--- src/rtl/rr_mux_reg.sv ---
// N-channel registered multiplexer with round-robin arbitration and valid/ready on every port.
// Define RR_MUX_FIXED_PRIO_EN to replace round-robin with fixed priority (channel 0 highest).
module rr_mux_reg #(
  parameter  int WIDTH    = 32,
  parameter  int CHANNELS = 4,
  localparam int SEL_W    = $clog2(CHANNELS)
) (
  input  logic                      Clock,
  input  logic                      Reset_n,
  input  logic                      Enable,
  input  logic [CHANNELS-1:0]       InValid,
  input  logic [CHANNELS*WIDTH-1:0] InData,
  output logic [CHANNELS-1:0]       InReady,
  output logic                      OutValid,
  output logic [WIDTH-1:0]          OutData,
  output logic [SEL_W-1:0]          OutSel,
  input  logic                      OutReady
);

  logic             r_valid;
  logic [WIDTH-1:0] r_data;
  logic [SEL_W-1:0] r_sel;

  logic [SEL_W-1:0] w_start;
  logic [WIDTH-1:0] w_in_data [CHANNELS];
  logic             w_slot_free;
  logic             w_found;
  logic [SEL_W:0]   w_sum;
  logic [SEL_W-1:0] w_scan_idx;
  logic [SEL_W-1:0] w_gnt_idx;
  logic [WIDTH-1:0] w_gnt_data;
  logic             w_gnt_valid;

`ifdef RR_MUX_FIXED_PRIO_EN
  assign w_start = '0;
`else
  logic [SEL_W-1:0] r_ptr;

  always_ff @(posedge Clock) begin
    if (!Reset_n) begin
      r_ptr <= '0;
    end else if (w_gnt_valid) begin
      r_ptr <= (w_gnt_idx == SEL_W'(CHANNELS - 1)) ? '0 : w_gnt_idx + 1'b1;
    end
  end

  assign w_start = r_ptr;
`endif

  always_comb begin
    for (int i = 0; i < CHANNELS; i++) begin
      w_in_data[i] = InData[i*WIDTH +: WIDTH];
    end
  end

  assign w_slot_free = ~r_valid | OutReady;

  // Scan CHANNELS slots starting at w_start, wrapping modulo CHANNELS; first valid wins.
  // NOTE: every always_comb output gets a default before any branch so no latch is inferred.
  always_comb begin
    w_found    = 1'b0;
    w_sum      = '0;
    w_scan_idx = '0;
    w_gnt_idx  = '0;
    w_gnt_data = '0;
    for (int k = 0; k < CHANNELS; k++) begin
      w_sum = {1'b0, w_start} + (SEL_W + 1)'(k);
      if (w_sum >= (SEL_W + 1)'(CHANNELS)) begin
        w_sum = w_sum - (SEL_W + 1)'(CHANNELS);
      end
      w_scan_idx = w_sum[SEL_W-1:0];
      if (!w_found && InValid[w_scan_idx]) begin
        w_found    = 1'b1;
        w_gnt_idx  = w_scan_idx;
        w_gnt_data = w_in_data[w_scan_idx];
      end
    end
  end

  // Gating with Reset_n keeps a transfer from being honoured in a reset cycle.
  assign w_gnt_valid = Reset_n & Enable & w_slot_free & w_found;

  always_comb begin
    InReady = '0;
    if (w_gnt_valid) begin
      InReady[w_gnt_idx] = 1'b1;
    end
  end

  // NOTE: sequential state uses non-blocking assignments so all registers update together.
  always_ff @(posedge Clock) begin
    if (!Reset_n) begin
      r_valid <= 1'b0;
      r_data  <= '0;
      r_sel   <= '0;
    end else if (w_gnt_valid) begin
      r_valid <= 1'b1;
      r_data  <= w_gnt_data;
      r_sel   <= w_gnt_idx;
    end else if (r_valid && OutReady) begin
      r_valid <= 1'b0;
      r_data  <= '0;
    end
  end

  assign OutValid = r_valid;
  assign OutData  = r_data;
  assign OutSel   = r_sel;

endmodule

--- config.mk ---
export PLATFORM = sky130hd
export DESIGN_NAME = rr_mux_reg
export DESIGN_NICKNAME = d
export VERILOG_FILES = /design/src/rtl/rr_mux_reg.sv
export SDC_FILE = /design/constraint.sdc
export NUM_CORES = 1
export LEC_CHECK = 0
export BUFFER_PORTS_ARGS = -buffer_cell sky130_fd_sc_hd__buf_2
export CORE_ASPECT_RATIO = 0.6
export CORE_UTILIZATION = 40
export CTS_CLUSTER_DIAMETER = 40
export DETAILED_ROUTE_END_ITERATION = 16
export PLACE_DENSITY = 0.69
export SLEW_MARGIN = 20
export SYNTH_ARGS = -nofsm -noshare
export SYNTH_HDL_FRONTEND = slang
export SYNTH_SLANG_ARGS = --single-unit
--- constraint.sdc ---
create_clock -name Clock -period 2.3 [get_ports Clock]
set_input_delay 0.345 -clock Clock [delete_from_list [all_inputs] [get_ports Clock]]
set_output_delay 0.345 -clock Clock [all_outputs]
set_load 0.03 [all_outputs]
=== Yosys cells after proc, flatten, opt, wreduce, memory -nomap -nowiden ===
Cells that the tools add are included.

* Bits in registers: 37
* Bits of input ports: 136
* Output and inout port bits: 39
* Word-level logic and storage cells: 89

* Eq/ne operators: 1
* Mux-type cells: 44
* $lt $le $gt $ge: 14
* Bitwise gates (word level): 9
* Reductions and logical operators: 9
* Add/subtract/negate cells: 8

{| class="wikitable"
|+ Operator list
! cell !! number
|-
| 2-to-1 mux 32 bit || 14
|-
| binary-select mux 32 bit (select 2 bit) || 4
|-
| greater-or-equal comparator 3 bit (second input constant) || 7
|-
| 2-to-1 mux 2 bit || 9
|-
| less-than comparator 2 x 3 -> 1 bit (second input constant) || 5
|-
| NOT 2 -> 3 bit || 4
|-
| 2-to-1 mux 1 bit || 11
|-
| binary-select mux 1 bit (select 2 bit) || 4
|-
| subtractor 2 x 1 -> 2 bit (second input constant) || 4
|-
| adder 2 x 2 -> 3 bit (second input constant) || 2
|-
| logical AND 1 bit || 5
|-
| 2-to-1 mux 4 bit || 1
|-
| adder 2 x 1 -> 3 bit (second input constant) || 1
|-
| bitwise AND 1 bit || 3
|-
| greater-or-equal comparator 2 x 3 -> 1 bit (second input constant) || 1
|-
| zero test 1 bit || 3
|-
| adder 2 x 1 -> 2 bit (second input constant) || 1
|-
| demux 1 bit (select 2 bit) || 1
|-
| == test 2 bit (second input constant) || 1
|-
| greater-or-equal comparator 2 x 1 -> 1 bit (second input constant) || 1
|-
| nonzero test 2 bit || 1
|-
| NOT 1 bit || 1
|-
| bitwise OR 1 bit || 1
|}

=== Depth between registers and ports, before layout ===
* Depth in word-level cells: 19
* Gate-level depth with buffers: 10
* Mapped depth without buffers: 6

=== Worst setup path after synthesis ===
OpenSTA, ideal clock, no wires.

* Path kind: reg2out
* Start: register r_ptr[0]
* End: output port InReady[2]
* Setup slack: 0.011 ns
* Arrival: 1.944 ns
* Buffers on the path: 3
* Cell stages (with the launch flop): 10
* Required time: 1.955 ns
* Cells stage by stage: dfxtp_1 buf_2 inv_1 clkbuf_1 clkbuf_1 o21ai_0 o211a_1 inv_1 ha_1 and2_1

* Word-level cells in the longest chain between the ends: 19
* Elaborated cells on any way between the ends: 44
* Classes of those cells: 7 x add/sub; 6 x order compare; 23 x mux; 1 x bitwise; 7 x reduce/logical

{| class="wikitable"
|+ Ends and longest elaborated chain
! element !! RTL line !! text
|-
| start: declaration || 37 || <nowiki>logic [SEL_W-1:0] r_ptr;</nowiki>
|-
| start signal: assignment || 43 || <nowiki>r_ptr <= (w_gnt_idx == SEL_W'(CHANNELS - 1)) ? '0 : w_gnt_idx + 1'b1;</nowiki>
|-
| branches (longest 13 deep; another with adder 2 x 1 -> 3 bit) || -- ||
|-
| 2-to-1 mux 2 bit (*) || 72 || <nowiki>if (!w_found && InValid[w_scan_idx]) begin</nowiki>
|-
| net w_gnt_idx[0] || 30 || <nowiki>logic [SEL_W-1:0] w_gnt_idx;</nowiki>
|-
| less-than comparator 2 x 3 -> 1 bit (implied by the code) or greater-or-equal comparator 2 x 1 -> 1 bit (tied branches) || 86 || <nowiki>InReady[w_gnt_idx] = 1'b1;</nowiki>
|-
| logical AND 1 bit (implied by the code) || 86 ||
|-
| 2-to-1 mux 1 bit (implied by the code) || 86 ||
|-
| demux 1 bit (select 2 bit) (*) || 86 ||
|-
| 2-to-1 mux 4 bit (*) || 85 || <nowiki>if (w_gnt_valid) begin</nowiki>
|-
| end: declaration || 13 || <nowiki>output logic [CHANNELS-1:0] InReady,</nowiki>
|}

Mark *: on every way through the listed nets, which the timed path passes. The select of a mux whose other input is x is not followed.

=== Worst setup path in the final report ===
* Start: register r_ptr[0]
* End: output port InReady[1]

The elaborated chain is that of the path after synthesis.

==> impl_metrics.toml <==
[outcome]
status = "complete, no violations"

[worst_setup_path]
critPathLaunchType = "register"
crit_required_ps = 1960
path_max_fanout = 13
worst-setup-path-type = "reg2out"
end_kind = "primary output"
worstPathArrival_ps = 1820

[floorplanning]
ios = 175
die_w_um = 148
die_h_um = 89.9
core_mm2 = 0.0123
die_area_mm2 = 0.0133
num_rows = 31
initial_core_util = 0.419

[detailed_routing]
antenna_left = 0
vias = 6436
via_per_inst = 6.38
wirelength_um = 19600
drc_errors = 0
drt_first_iter_violations = 743
routedWlPerCell_um = 19.4
dr.pass1.iters = 6

[timing]
period_minus_slack_ps = 2170
setup_slack_ps = 134
fmax_ghz = 0.462
setup_viol_count_final = 0
drv_slew = 0
finalHoldViolCount = 0
post-route-period-util = 0.942
slew_headroom = 0.448
rsz0062_at_grt = "false"
setup_tns_ps = 0
worstMarginPinSlew_ps = 828
skew_ps = 4.07

[placement]
dp_slack_ps = 167
dp_hpwl_um = 13900
globalplace.congestion = 0.894
port_buffers = 174
place_area_mm2 = 0.00627

[synth]
seq_area_frac_synth = 0.144
synthArstFlopShare = 0
synth_top_cell_by_area = "dfxtp_1"
synthFlopType = "dfxtp_1"
syn_inst = 698
synth_area_leaders = "dfxtp_1 (14%), mux2i_1 (10%), mux2_2 (10%), a221o_1 (8.9%), nand2_1 (7.3%)"
syn_area_mm2 = 0.00515
synth_top_cells_by_count = "nand2_1 (100), a21oi_1 (69), mux2i_1 (52), o21ai_0 (50)"
syn_nets = 838
yosysUniqueCellTypes = 50
avgSynthCellArea_um2 = 7.38
ys_ff_latch = 37
synth-edff-count = 0
netlist.area_leader.share = 0.144
yosysMostFrequentCell = "nand2_1"
ys_warn_count = 0

[grt]
grt_max_degree = 86
grt_overflow = 0
grt_pass1_vias = 5784
grt_pass1_wl_um = 31000
grt_use_total = 0.287
grt_antenna_before_repair = 1

[cts]
cts_made_buffers = 5
root_buffer = "clkbuf_16"
clk_pin_slew_ps = 60
cts_tree = "yes"
ctsLongestPathBuffers = 2
h-tree-depth = 2
cts.sinks = 37
clock_latency_ps = 280

[finish]
drive_above_1_share = 0.337
finalNetCount = 981
fill_cells = 1176
fin_area_mm2 = 0.00648
area_growth_pct = 25.8

[worst_hold_path]
hp-class = "in2reg"

[power_and_ir_drop]
swShare = 0.383
p_comb_frac = 0.476
internal_power_mw = 1.85
p_seq_frac = 0.251
clock_power_share = 0.273
leakage_nw = 2.54
power_switching_mw = 1.15
powerDensity_mw_per_mm2 = 463
ir_worst_vdd_v = 0.000241

[flow_run]
cap_violations = 0
what timing repair did:
item                       4_1_cts  5_1_grt
hold buffers                     0        0
buffers inserted                 0        1
resized for setup                0        5
setup endpoints to repair        0        5
registers in the layout (all words and copies together) (netlist names):
register  count
OutData      32
r_ptr         2
OutSel        2
OutValid      1
power by group through the flow:
| stage | combinational, mW | clock, mW | sequential, mW |
|---|---|---|---|
| finish | 1.43 | 0.818 | 0.754 |
| global route | 1.54 | 0.868 | 0.759 |
| CTS | 1.39 | 0.834 | 0.754 |
| detailed placement | 1.39 | 0 | 0.765 |
| global placement | 1.37 | 0 | 0.770 |
| floorplan | 0.822 | 0 | 0.861 |
layout by cell type (no fill, tap or decap), types with 2 or more instances in the layout:
cell / n
a21oi_2: 3
nor2_1: 31
o211ai_1: 16
nand4_1: 16
clkbuf_16: 5
inv_1: 6
buf_2: 174
o221a_2: 2
ha_1: 4
buf_4: 35
a221o_1: 46
nor2b_1: 7
o21ai_0: 49
a21oi_1: 68
mux2_2: 46
o21a_1: 3
mux2i_1: 52
a31oi_1: 14
diode_2: 2
nand3b_1: 30
or3b_1: 2
nand2_1: 100
a222oi_1: 30
o22ai_1: 2
and2_1: 7
dfxtp_1: 35
buf_12: 5
nand3_1: 4
a22oi_1: 3
o21ai_1: 2
dfxtp_4: 2
nand2b_1: 2
o2bb2ai_1: 16
worst paths after layout:
check / to / depth (start not counted) / slack [ps] / start
worst max-delay path: InReady[1] / 7 / 130 / r_ptr[0]
worst min-delay path: OutValid / 2 / 350 / Reset_n
worst max register to register: OutData[31] / 7 / 160 / r_ptr[1]
worst min register to register: OutData[16] / 2 / 470 / OutData[16]
kinds of logic after synthesis:
| kind of cell | Yosys count | share of synthesized area |
|---|---|---|
| buf+inv | 86 | 0.0736 |
| simple gates | 210 | 0.203 |
| compound gates | 263 | 0.368 |
| flops | 37 | 0.144 |
| mux | 98 | 0.202 |
| fa+ha+maj | 4 | 0.00972 |
critical path, cell delays in order (launching register included):
cell and delay (ps):
dfxtp_4 400, inv_1 160, o21ai_0 150, a21oi_2 240, inv_1 100, ha_1 190
and2_1 130, buf_2 170
through the flow:
step	hold WS, ps	cells	total power [mW]	utilization
floorplan	462	698	1.68	-
global placement	458	998	2.15	0.510
detailed placement	453	998	2.15	0.510
CTS	339	1006	2.98	0.524
global route	369	1007	3.17	0.527
finish	348	1009	3.00	0.527
cell type report:
| type | count | area [µm²] | area share |
|---|---|---|---|
| Clock inverter | 1 | 30.0 | 0.00463 |
| Inverter | 6 | 22.5 | 0.00348 |
| Timing Repair Buffer | 216 | 1270 | 0.196 |
| Tap cell | 165 | 206 | 0.0319 |
| Clock buffer | 7 | 143 | 0.0220 |
| Multi-Input combinational cell | 575 | 4060 | 0.626 |
| Antenna cell | 2 | 5.00 | 0.000772 |
| Sequential cell | 37 | 748 | 0.115 |
layer usage:
metal	GRT usage	wire length (µm)
met2	0.384	7690
met5	0	0
met4	0.0747	175
met3	0.0584	2540
met1	0.449	9200
No activity file was read; power rests on OpenSTA's default activity.
